--- config.mk ---
export PLATFORM = sky130hd
export DESIGN_NAME = note_scheduler
export DESIGN_NICKNAME = d
export VERILOG_FILES = /design/src/rtl/fpgapu_pkg.sv /design/src/rtl/note_voice_timer.sv /design/src/rtl/note_scheduler.sv
export SDC_FILE = /design/constraint.sdc
export NUM_CORES = 1
export LEC_CHECK = 0
export ABC_CLOCK_PERIOD_IN_PS = 4720
export BUFFER_PORTS_ARGS = -buffer_cell sky130_fd_sc_hd__buf_2
export CAP_MARGIN = 20
export CORE_AREA = 2 2 96 98
export DETAILED_ROUTE_END_ITERATION = 8
export DIE_AREA = 0 0 98 100
export PLACE_DENSITY = 0.69
export SYNTH_ARGS = -nofsm -noshare
export SYNTH_HDL_FRONTEND = slang
export SYNTH_SLANG_ARGS = --single-unit
export TNS_END_PERCENT = 10
--- constraint.sdc ---
create_clock -name i_clk -period 4.72 [get_ports i_clk]
set_input_delay 0.236 -clock i_clk [delete_from_list [all_inputs] [get_ports i_clk]]
set_output_delay 0.236 -clock i_clk [all_outputs]
set_load 0.005 [all_outputs]
--- src/rtl/fpgapu_pkg.sv ---
// Shared types for the note scheduling path: voice state encoding and the note length width.
package fpgapu_pkg;

  localparam int NOTE_LEN_W = 5;

  typedef enum logic [2:0] {
    V_IDLE,
    V_REQ,
    V_WAIT,
    V_PLAYING,
    V_STOPPED
  } voice_state_e;

endpackage

--- src/rtl/note_voice_timer.sv ---
// One voice: strobes its sequencer, captures the note length, counts it down in ticks.
// Strobe is combinational from REQ; key_on/gate/stopped are registered; no backpressure, a silent sequencer times out.
module note_voice_timer
  import fpgapu_pkg::*;
#(
  parameter int LEN_W         = NOTE_LEN_W,
  parameter int VALID_TIMEOUT = 31
) (
  input  logic             i_clk,
  input  logic             i_rst,
  input  logic             i_run,
  input  logic             i_tick,
  input  logic             i_note_valid,
  input  logic [LEN_W-1:0] i_note_len,
  output logic             o_note_stb,
  output logic             o_key_on,
  output logic             o_gate,
  output logic             o_stopped
);

  localparam int TO_W = $clog2(VALID_TIMEOUT + 1);
  localparam logic [TO_W-1:0]  TO_LAST = TO_W'(VALID_TIMEOUT - 1);
  localparam logic [LEN_W-1:0] LEN_ONE = LEN_W'(1);

  voice_state_e     state_q, state_d;
  logic [LEN_W-1:0] rem_q, rem_d;
  logic [TO_W-1:0]  cnt_q, cnt_d;
  logic             key_on_q, key_on_d;
  logic             gate_q, gate_d;
  logic             stopped_q, stopped_d;
  logic [TO_W-1:0]  cnt_inc;

  assign cnt_inc = cnt_q + 1'b1;

  always_comb begin
    state_d   = state_q;
    rem_d     = rem_q;
    cnt_d     = cnt_q;
    key_on_d  = 1'b0;
    gate_d    = gate_q;
    stopped_d = stopped_q;
    case (state_q)
      V_IDLE: if (i_run) state_d = V_REQ;
      V_REQ: begin
        state_d = V_WAIT;
        cnt_d   = '0;
      end
      V_WAIT: begin
        if (i_note_valid) begin
          // a zero length would never expire, so it plays one tick
          rem_d    = (i_note_len == '0) ? LEN_ONE : i_note_len;
          key_on_d = 1'b1;
          gate_d   = 1'b1;
          state_d  = V_PLAYING;
        end else begin
          cnt_d = cnt_inc;
          if (cnt_inc >= TO_LAST) begin
            state_d   = V_STOPPED;
            stopped_d = 1'b1;
          end
        end
      end
      V_PLAYING: begin
        if (i_tick) begin
          if (rem_q == LEN_ONE) begin
            state_d = V_REQ;
            gate_d  = 1'b0;
          end else begin
            rem_d = rem_q - LEN_ONE;
          end
        end
      end
      V_STOPPED: state_d = V_STOPPED;
      default:   state_d = V_IDLE;
    endcase
  end

  always_ff @(posedge i_clk) begin
    if (i_rst) begin
      state_q   <= V_IDLE;
      rem_q     <= '0;
      cnt_q     <= '0;
      key_on_q  <= 1'b0;
      gate_q    <= 1'b0;
      stopped_q <= 1'b0;
    end else begin
      state_q   <= state_d;
      rem_q     <= rem_d;
      cnt_q     <= cnt_d;
      key_on_q  <= key_on_d;
      gate_q    <= gate_d;
      stopped_q <= stopped_d;
    end
  end

  assign o_note_stb = (state_q == V_REQ);
  assign o_key_on   = key_on_q;
  assign o_gate     = gate_q;
  assign o_stopped  = stopped_q;

endmodule

--- src/rtl/note_scheduler.sv ---
// Tempo tick divider plus one note_voice_timer per voice; sole source of each sequencer's strobe.
// o_tick is combinational from the divider count; a strobe follows a note's last tick by one clock; no backpressure.
module note_scheduler
  import fpgapu_pkg::*;
#(
  parameter int NUM_CH        = 3,
  parameter int LEN_W         = NOTE_LEN_W,
  parameter int VALID_TIMEOUT = 31
) (
  input  logic                    i_clk,
  input  logic                    i_rst,
  input  logic                    i_run,
  input  logic [15:0]             i_tick_period,
  output logic                    o_tick,
  output logic [NUM_CH-1:0]       o_note_stb,
  input  logic [NUM_CH-1:0]       i_note_valid,
  input  logic [NUM_CH*LEN_W-1:0] i_note_len,
  output logic [NUM_CH-1:0]       o_key_on,
  output logic [NUM_CH-1:0]       o_gate,
  output logic [NUM_CH-1:0]       o_stopped
);

  logic [15:0] div_q, div_d;
  logic [15:0] period_m1;
  logic        at_last;

  assign period_m1 = (i_tick_period == 16'd0) ? 16'd0 : i_tick_period - 16'd1;
  // >= rather than == so a period shortened below the current count still wraps at once
  assign at_last   = (div_q >= period_m1);
  assign o_tick    = i_run & ~i_rst & at_last;

  always_comb begin
    div_d = div_q;
    if (i_run) div_d = at_last ? 16'd0 : div_q + 16'd1;
  end

  always_ff @(posedge i_clk) begin
    if (i_rst) div_q <= 16'd0;
    else       div_q <= div_d;
  end

  for (genvar k = 0; k < NUM_CH; k++) begin : g_voice
    note_voice_timer #(
      .LEN_W        (LEN_W),
      .VALID_TIMEOUT(VALID_TIMEOUT)
    ) u_voice (
      .i_clk       (i_clk),
      .i_rst       (i_rst),
      .i_run       (i_run),
      .i_tick      (o_tick),
      .i_note_valid(i_note_valid[k]),
      .i_note_len  (i_note_len[k*LEN_W +: LEN_W]),
      .o_note_stb  (o_note_stb[k]),
      .o_key_on    (o_key_on[k]),
      .o_gate      (o_gate[k]),
      .o_stopped   (o_stopped[k])
    );
  end

endmodule

==> impl_results.md, run 1 <==
* Setup WS pre-CTS at 0.6854 ns
* Post-synth net total at 613
* RSZ-0062 raised after global routing: false
* Skew-Pair Late Insertion Delay at 0.34 ns
* Worst-margin pin slew at 0.7727 ns
* Synth warn at 0
* Final Hold Fails at 0
* Library cells used by synthesis at 70
* Int Pwr at 0.9472 mW
* Root Driver: clkbuf_8
* Switching Share at 26.32%
* Final-report setup violation count at 0
* Peak supply drop at 0.0002424 V
* Reg2reg start: div_q[0]
* Row cnt at 35
* Max Cap Viol at 0
* Hold Startpoint: i_note_len[5]
* Fin area at 4728 sq um
* Minimum clock period at 3.841 ns
* Die height at 100 um
* Number of global-route vias before repair at 3646
* NetSw at 0.3384 mW
* Wire length per cell at 13.69 um
* Crit Path Max Fanout at 11
* Synth area leader: dfxtp_1
* Post-DRT Antenna Nets at 0
* Vias/cell at 5.691
* P&R area growth vs syn at 10.24%
* First-pass GRT wire length at 16600 um
* Sink of the worst hold path: g_voice[1].u_voice.rem_q[0]
* Setup Skew at 0.01354 ns
* Status: finished, final reports clean
* Postcts setup bufs at 0
* Grt ovf at 0
* R2R Setup Slk at 2.12 ns
* Yosys reg bits at 64
* Hold Path Cell Cnt at 3
* Final Total Pwr at 1.286 mW
* Post-synth EDFFs at 0
* CP endpoint kind: output pin
* Gr usage total at 20.16%
* # hold bufs at CTS at 0
* Post-synth top area share at 29.87%
* Top cells by count, synth: nor2_1 (74), dfxtp_1 (64), a21oi_1 (47)
* Max Slew Vio Count at 0
* Most common cell in the netlist: nor2_1
* Hold Path Class: input pin to flop
* Core ar. at 8890 sq um
* # H-tree levels at 3
* Total Routed Length at 9471 um
* Syn Std Cell Area at 4289 sq um
* Power Dens Cells at 271.9 nW/um^2
* Tcrit/Tclk final at 81.37%
* Ports at 50
* Post-DP HPWL at 7063 um
* Final WS setup at 0.8792 ns
* Starting DRT DRC Count at 207
* Layout Cells excl Fill at 692
* Clk network pwr share at 39.7%
* Share of the yosys chip area belonging to registers at 29.87%
* Area after DPL at 4514 sq um
* Final Hold Slack at 0.1936 ns
* Synthesized area per cell at 7.870 sq um
* RD Place Congestion at 0.8470
* Clk sinks at 64
* Most used DFF post-synth: dfxtp_1
* Worst Path Required at 4.48 ns
* Drt pass-1 iters at 4
* Comb power frac at 14.9%
* Fin nets at 644
* Clock-pin slew on the worst setup and hold paths at 0.07 ns
* Pin count of the biggest net entering global routing at 29
* Crit path launch type: input pin
* Cts repair resizes at 0
* Initial Utilization at 48.25%
* Number of diodes at 0
* Crit path kind: input pin to output pin
* Layout cells sized above 1 at 14.11%
* Lkg Pwr at 1.905 nW
* Clk buf depth at 2
* Max Fclk at 0.2604 GHz
* CP arrival at 3.60 ns
* Reg2reg path depth at 10
* Placed Cells at 676
* Share of flip-flops with an asynchronous set or reset at 0%
* Number of port buffers at 49
* Die footprint at 9800 sq um
* Post-layout util at 53.19%
* R2R Path End: g_voice[1].u_voice.rem_q[4]
* Remaining DRCs at 0
* Num CTS Buffers at 9
* CP Launch Point: i_tick_period[5]
* Reg power frac at 45.4%
* Post-Syn Instances at 545
* Main area contributors after synthesis: dfxtp_1 (30%), ha_1 (9.0%), nor2_1 (6.5%)
* Horiz. Die Dim at 98 um
* Initial antenna violation count at 0
* Routed vias at 3938
* Final setup TNS at 0 ns
* Rel. slew slack at 47.76%
* CTS tree: built
cells by family after synthesis:
family	share of synthesized area, %
flops	29.87
xor+xnor	6.739
buf+inv	6.593
compound gates	18.99
mux	1.400
fa+ha+maj	9.043
simple gates	27.36
layout by cell type, fill, tap and decap left out, types with 4 or more instances in the layout:
cell      netlist  final
o21ai_1         4      4
a211oi_1        5      5
o32ai_1         5      5
a21oi_1        47     47
nor2b_1         8      8
clkbuf_8        0     10
xor2_1         21     21
nand2b_1        8      8
or4_1           4      4
xnor2_1        12     12
nor3_1         31     31
nor2_1         74     74
nand2_1        36     36
o31ai_1         6      6
nand3_1        19     19
dfxtp_1        64     64
mux2i_1         6      6
a31oi_1         6      6
nor4_1         10     10
o21ai_0        14     14
ha_1           31     31
inv_1          28     28
buf_2           1     49
nand4_1         7      7
power groups by stage:
stage	logic [mW]	clock network (mW)	registers [mW]
global placement	0.187	0	0.595
CTS	0.191	0.526	0.583
floorplan	0.147	0	0.585
finish	0.191	0.510	0.584
global route	0.219	0.545	0.587
detailed placement	0.190	0	0.596
layer usage:
layer / global-route usage (%) / wire (um)
met5: 0 / 0
met2: 33.77 / 4445
met3: 4.805 / 478
met1: 26.48 / 4465
met4: 4.701 / 82
sequential cells by signal, indices dropped and copies added, names as in the netlist:
name and flops:
g_voice.u_voice.o_gate 3, div_q 16, g_voice.u_voice.o_stopped 3, g_voice.u_voice.rem_q 15
g_voice.u_voice.o_key_on 3, g_voice.u_voice.cnt_q 15, g_voice.u_voice.state_q 9
layout make-up:
cell class | instances | area [sq um]
inverters | 29 | 108.9
well taps | 111 | 138.9
fillers | 882 | 4161
clock inverters | 3 | 65.06
repair buffers | 51 | 260.3
multi-input cells | 421 | 2725
clock buffers | 13 | 148.9
flip-flops and latches | 64 | 1281
worst max path at each step:
stage / endpoint / slack [ns]
2_1_floorplan: g_voice[2].u_voice.rem_q[3] / 1.28
3_3_place_gp: g_voice[1].u_voice.rem_q[4] / 0.83
3_5_place_dp: g_voice[1].u_voice.rem_q[4] / 0.69
4_1_cts: o_tick / 0.87
5_1_grt: o_tick / 0.68
6_report: o_tick / 0.88
critical path: stages:
cell and delay (ns):
buf_2 0.11, or4_4 0.56, nor4_2 0.17, and2b_2 0.23
and4b_1 0.36, nor3_1 0.08, a32oi_1 0.22, ha_1 0.28
a21o_1 0.17, a21o_1 0.17, a22o_1 0.28, o31ai_2 0.25
buf_4 0.24, inv_2 0.11, buf_2 0.14
Power figures use the tool's default switching activity.
==> run 2: changes to the inputs <==
--- a/config.mk
+++ b/config.mk
@@ -5,13 +5,13 @@
 export SDC_FILE = /design/constraint.sdc
 export NUM_CORES = 1
 export LEC_CHECK = 0
-export ABC_CLOCK_PERIOD_IN_PS = 4720
+export ABC_CLOCK_PERIOD_IN_PS = 3250
 export BUFFER_PORTS_ARGS = -buffer_cell sky130_fd_sc_hd__buf_2
 export CAP_MARGIN = 20
 export CORE_AREA = 2 2 96 98
 export DETAILED_ROUTE_END_ITERATION = 8
 export DIE_AREA = 0 0 98 100
-export PLACE_DENSITY = 0.69
+export PLACE_DENSITY = 0.72
 export SYNTH_ARGS = -nofsm -noshare
 export SYNTH_HDL_FRONTEND = slang
 export SYNTH_SLANG_ARGS = --single-unit
==> constraint.sdc (replaced) <==
create_clock -name i_clk -period 3.25 [get_ports i_clk]
set_input_delay 0.1625 -clock i_clk [delete_from_list [all_inputs] [get_ports i_clk]]
set_output_delay 0.1625 -clock i_clk [all_outputs]
set_load 0.005 [all_outputs]
==> impl_results.md, run 2 (synthesized netlist as in run 1, its figures left out) <==
* Status: complete, but fails checks
* Failing checks: setup timing
* Peak supply drop at 0.0002379 V
* Core ar. at 8890 sq um
* Setup Skew at 0.009807 ns
* Gr usage total at 20.82%
* Crit path kind: input pin to output pin
* Clk network pwr share at 36.3%
* Int Pwr at 1.287 mW
* Wire length per cell at 14.49 um
* First-pass GRT wire length at 17010 um
* P&R area growth vs syn at 19.37%
* Largest Register: div_q
* Pin count of the biggest net entering global routing at 28
* Post-DP HPWL at 7403 um
* Vias/cell at 5.732
* Row cnt at 35
* RD Place Congestion at 0.9073
* Crit Path Max Fanout at 5
* CTS tree: built
* Clk buf depth at 2
* Worst-margin pin slew at 0.7661 ns
* Switching Share at 29.39%
* Crit path launch type: input pin
* Final Hold Fails at 0
* Layout Cells excl Fill at 723
* Lkg Pwr at 2.088 nW
* Number of port buffers at 49
* Worst Path Required at 3.09 ns
* Clk sinks at 64
* Reg power frac at 46.5%
* Max Cap Viol at 0
* Minimum clock period at 3.415 ns
* Ports at 50
* Tcrit/Tclk final at 105.1%
* Max FFs per register at 16
* Fin area at 5120 sq um
* Area after DPL at 4691 sq um
* Drt pass-1 iters at 5
* RSZ-0062 raised after global routing: true
* Max Slew Vio Count at 0
* Layout cells sized above 1 at 22.22%
* Power Dens Cells at 356.0 nW/um^2
* Comb power frac at 17.2%
* Die footprint at 9800 sq um
* Num CTS Buffers at 9
* Number of diodes at 0
* Initial antenna violation count at 0
* Root Driver: clkbuf_8
* Final WS setup at -0.1645 ns
* Die height at 100 um
* CP endpoint kind: output pin
* Grt ovf at 0
* FILL cells at 788
* CP arrival at 3.25 ns
* Skew-Pair Late Insertion Delay at 0.35 ns
* Initial Utilization at 48.25%
* Rel. slew slack at 48.62%
* Placed Cells at 698
* Total Routed Length at 10470 um
* Fin nets at 675
* Clock-pin slew on the worst setup and hold paths at 0.07 ns
* Commonest non-fill, non-tap cell in the layout: nor2_1
* Commonest non-fill, non-tap cells in the layout: nor2_1 (71), dfxtp_1 (64), buf_2 (46)
* Routed vias at 4144
* Hold Path Class: input pin to flop
* Final Total Pwr at 1.822 mW
* Post-DRT Antenna Nets at 0
* Horiz. Die Dim at 98 um
* Largest registers: div_q x16, g_voice.u_voice.cnt_q x15, g_voice.u_voice.rem_q x15
* Final-report setup violation count at 14
* NetSw at 0.5357 mW
* Max Fclk at 0.2929 GHz
* # H-tree levels at 3
* Remaining DRCs at 0
* Starting DRT DRC Count at 213
* Number of global-route vias before repair at 3797
[run 2: repair_timing]
action                                  4_1_cts  5_1_grt
resized for setup                            19       20
hold buffers                                  0        0
endpoints found under the setup margin       36       37
setup buffers                                 6        3
pin swaps                                    14        7
[run 2: final cells by class]
type,count,area (sq um),share of cell area [%]
Clock buffer,9,123.9,2.419
Clock inverter,7,62.56,1.222
Inverter,29,108.9,2.126
Multi-Input combinational cell,421,2859,55.84
Sequential cell,64,1281,25.02
Tap cell,111,138.9,2.713
Timing Repair Buffer,82,545.5,10.65
[run 2: worst paths after layout]
check / from / endpoint / slack [ns] / cells after the start
worst max-delay path: i_tick_period[2] / o_tick / -0.16 / 18
worst min-delay path: i_note_len[9] / g_voice[1].u_voice.rem_q[4] / 0.1 / 3
worst max register to register: div_q[0] / g_voice[0].u_voice.o_gate / 0.72 / 11
worst min register to register: g_voice[0].u_voice.o_stopped / g_voice[0].u_voice.o_stopped / 0.44 / 2
[run 2: power groups by stage]
stage	clock network (mW)	logic, mW	registers, mW
after floorplan	0	0.214	0.850
after global placement	0	0.283	0.864
after detailed placement	0	0.290	0.865
after CTS	0.669	0.302	0.847
after global routing	0.710	0.349	0.853
final	0.661	0.313	0.848
[run 2: routing by layer]
layer / wire, um / GRT usage, % / up-vias
met5: 0 / 0 / -
met1: 4623 / 27.38 / 1925
li1: - / - / 2077
met4: 179 / 7.479 / 0
met2: 5188 / 33.88 / 119
met3: 481 / 4.526 / 23
[run 2: critical path, stage by stage]
cell     delay (ns)
buf_6          0.09
or4_4          0.55
nor4_4         0.17
and2b_2        0.20
and4b_2        0.26
buf_6          0.12
nor2_1         0.04
mux2i_1        0.17
ha_1           0.28
buf_6          0.13
nand4_1        0.08
nor2_2         0.06
buf_4          0.13
a22o_4         0.24
o31ai_4        0.27
inv_2          0.08
buf_6          0.12
buf_6          0.10
[run 2: stage by stage]
stage                     hold slack, ns  TNS, ns  setup slack [ns]  util, %
after floorplan                   0.3084  -0.1286          -0.04382        -
after global placement            0.4341   -12.63           -0.3984    52.77
after detailed placement          0.4370   -17.84           -0.5621    52.77
after CTS                        0.09197  -0.1904          -0.09947    56.35
after global routing              0.1119   -5.161           -0.2986    57.59
final                            0.09750  -0.7455           -0.1645    57.59
==> run 3: changes to the inputs <==
--- a/config.mk
+++ b/config.mk
@@ -5,14 +5,16 @@
 export SDC_FILE = /design/constraint.sdc
 export NUM_CORES = 1
 export LEC_CHECK = 0
-export ABC_CLOCK_PERIOD_IN_PS = 3250
+export ABC_CLOCK_PERIOD_IN_PS = 3800
 export BUFFER_PORTS_ARGS = -buffer_cell sky130_fd_sc_hd__buf_2
 export CAP_MARGIN = 20
 export CORE_AREA = 2 2 96 98
+export CTS_CLUSTER_SIZE = 20
 export DETAILED_ROUTE_END_ITERATION = 8
 export DIE_AREA = 0 0 98 100
-export PLACE_DENSITY = 0.72
+export PLACE_DENSITY = 0.69
 export SYNTH_ARGS = -nofsm -noshare
 export SYNTH_HDL_FRONTEND = slang
+export SYNTH_HIERARCHICAL = 1
 export SYNTH_SLANG_ARGS = --single-unit
 export TNS_END_PERCENT = 10
==> constraint.sdc (replaced) <==
create_clock -name i_clk -period 3.8 [get_ports i_clk]
set_input_delay 0.19 -clock i_clk [delete_from_list [all_inputs] [get_ports i_clk]]
set_output_delay 0.19 -clock i_clk [all_outputs]
set_load 0.005 [all_outputs]
==> impl_results.md, run 3 <==
* Status: finished, final reports clean
* Worst-margin pin slew at 0.8100 ns
* Post-Syn Instances at 534
* Num CTS Buffers at 9
* Lkg Pwr at 2.011 nW
* Reg area at 1281 sq um
* Routed vias at 3962
* Largest registers: div_q x16, g_voice.u_voice/cnt_q x15, g_voice.u_voice/rem_q x15
* Clk network pwr share at 33.4%
* Yosys reg bits at 64
* Number of global-route vias before repair at 3600
* FILL cells at 847
* CP arrival at 3.92 ns
* RSZ-0062 raised after global routing: true
* Library cells used by synthesis at 59
* Starting DRT DRC Count at 119
* Commonest non-fill, non-tap cells in the layout: nor2_1 (78), dfxtp_1 (64), buf_2 (49)
* Post-synth EDFFs at 0
* Initial Utilization at 48.18%
* Crit path kind: input pin to flop
* Tcrit/Tclk final at 96.26%
* Post-DP HPWL at 6914 um
* Root Driver: clkbuf_8
* CTS tree: built
* Ports at 50
* Total Routed Length at 9328 um
* Vias/cell at 5.660
* P&R area growth vs syn at 14.26%
* Clk sinks at 64
* Worst Path Required at 4.06 ns
* CP peak stage delay at 0.53 ns
* Setup WS pre-CTS at -0.1947 ns
* Post-synth top area share at 29.92%
* Cell Chain, Critical Path: buf_2 > or4_4 > or3_4 > or3_4 > nor3_2 > a21oi_1 > ha_1 > nand4_1 > nor3_1 > a2111oi_1 > and3b_2 > nor3b_4 > nand4b_1 > o22a_1 > or3_1 > a31oi_1
* Max Fclk at 0.2734 GHz
* Final-report setup violation count at 0
* First-pass GRT wire length at 15960 um
* Gr usage total at 19.34%
* Crit Path Max Fanout at 5
* Syn Std Cell Area at 4283 sq um
* Fin nets at 652
* Reg2reg start: div_q[14]
* Switching Share at 31.08%
* Horiz. Die Dim at 98 um
* Top cells by count, synth: nor2_1 (79), dfxtp_1 (64), a21oi_1 (44)
* Number of port buffers at 49
* Layout cells sized above 1 at 16.47%
* Pin count of the biggest net entering global routing at 64
* Int Pwr at 1.244 mW
* Drt pass-1 iters at 4
* Setup crit end: g_voice[1].u_voice/rem_q[0]
* Share of the yosys chip area belonging to registers at 29.92%
* Core ar. at 8890 sq um
* Number of diodes at 0
* Clk buf depth at 2
* Hold Path Class: input pin to flop
* Most common cell in the netlist: nor2_1
* Synth warn at 6
* R2R Path End: g_voice[1].u_voice/rem_q[0]
* Crit path top cell by count: or3_4
* RD Place Congestion at 0.8334
* Die height at 100 um
* Final WS setup at 0.1422 ns
* Skew-Pair Late Insertion Delay at 0.33 ns
* Synthesized area per cell at 8.020 sq um
* Initial antenna violation count at 0
* Crit path launch type: input pin
* Remaining DRCs at 0
* Largest Register: div_q
* Placed Cells at 684
* NetSw at 0.5609 mW
* Max FFs per register at 16
* Final Total Pwr at 1.805 mW
* Post-synth net total at 602
* # H-tree levels at 3
* # hold bufs at CTS at 0
* Grt ovf at 0
* Max Cap Viol at 0
* Row cnt at 35
* Synth area leader: dfxtp_1
* Area of the multi-input gates at 2834 sq um
* Max Slew Vio Count at 0
* Peak supply drop at 0.0001893 V
* Worst-path cell with the longest stage delay: or4_4
* Reg2reg path depth at 10
* Wire length per cell at 13.33 um
* CP Launch Point: i_tick_period[9]
* Die footprint at 9800 sq um
* Minimum clock period at 3.658 ns
* Setup Skew at 0.009563 ns
* Final Hold Fails at 0
* Main area contributors after synthesis: dfxtp_1 (30%), ha_1 (9.1%), nor2_1 (6.9%)
* Reg power frac at 44.8%
* Most used DFF post-synth: dfxtp_1
* Rel. slew slack at 45.24%
* Share of flip-flops with an asynchronous set or reset at 0%
* Clock-pin slew on the worst setup and hold paths at 0.07 ns
* Post-DRT Antenna Nets at 0
* Comb power frac at 21.8%
* CP endpoint kind: flop
* R2R Setup Slk at 1.19 ns
* Layout Cells excl Fill at 700
* Power Dens Cells at 368.8 nW/um^2
* Commonest non-fill, non-tap cell in the layout: nor2_1
## run 3: worst max-delay path, delay by kind of cell
kind,cells,cell delay [ns]
simple gates,10,2.78
compound gates,4,0.55
fa+ha+maj,1,0.29
buf+inv,1,0.11
## run 3: worst min-delay path by stage
stage / endpoint / slack, ns / cells after the start / from
after floorplan: g_voice[0].u_voice/state_q[0] / 0.33 / 2 / i_run
after global placement: g_voice[0].u_voice/o_stopped / 0.44 / 2 / g_voice[0].u_voice/o_stopped
after detailed placement: g_voice[0].u_voice/o_stopped / 0.45 / 2 / g_voice[0].u_voice/o_stopped
after CTS: g_voice[2].u_voice/rem_q[2] / 0.18 / 4 / i_note_len[12]
after global routing: g_voice[1].u_voice/rem_q[2] / 0.19 / 4 / i_note_len[7]
final: g_voice[2].u_voice/rem_q[2] / 0.20 / 4 / i_note_len[12]
## run 3: layout make-up
cell class / instances / area share [%]
clock inverter: 5 / 1.125
inverter: 21 / 1.611
timing repair buffer: 63 / 7.236
clock buffer: 11 / 3.094
multi-input combinational: 425 / 57.91
tap: 111 / 2.838
sequential: 64 / 26.18
## run 3: per-layer routing
layer  vias up  wire length (um)  GRT usage (%)
met5         -                 0              0
met4         0               111          6.197
met3        10               344          3.412
met2        68              4456          31.93
met1      1862              4416          25.88
li1       2022                 -              -
## run 3: logic make-up after synthesis
group,share of synthesized area [%]
DFF,29.92
xor gates and xnor gates,5.931
muxes,1.870
adders and majority gates,9.056
buffers and inverters,4.733
and+or+nand+nor,32.11
AOI/OAI and AO/OA,16.39
## run 3: timing repair
item                       CTS  global route
gates resized for setup      0             7
setup endpoints to repair    0            13
buffers inserted             0             0
## run 3: metrics by stage
stage                     TNS (ns)  cell area, sq um  utilization, %  hold WS (ns)
final                            0              4893           55.05        0.1957
after detailed placement    -2.000              4667           52.50        0.4539
after global routing       -0.5424              4893           55.05        0.1928
after floorplan            -0.2641              4308               -        0.3345
after global placement     -0.5407              4667           52.50        0.4398
after CTS                        0              4873           54.82        0.1838
## run 3: power groups by stage
stage                     combinational [mW]  sequential, mW  clock (mW)
after floorplan                        0.344           0.767           0
after global placement                 0.376           0.818           0
after detailed placement               0.390           0.822           0
after CTS                              0.392           0.806       0.622
after global routing                   0.446           0.819       0.651
final                                  0.393           0.808       0.603
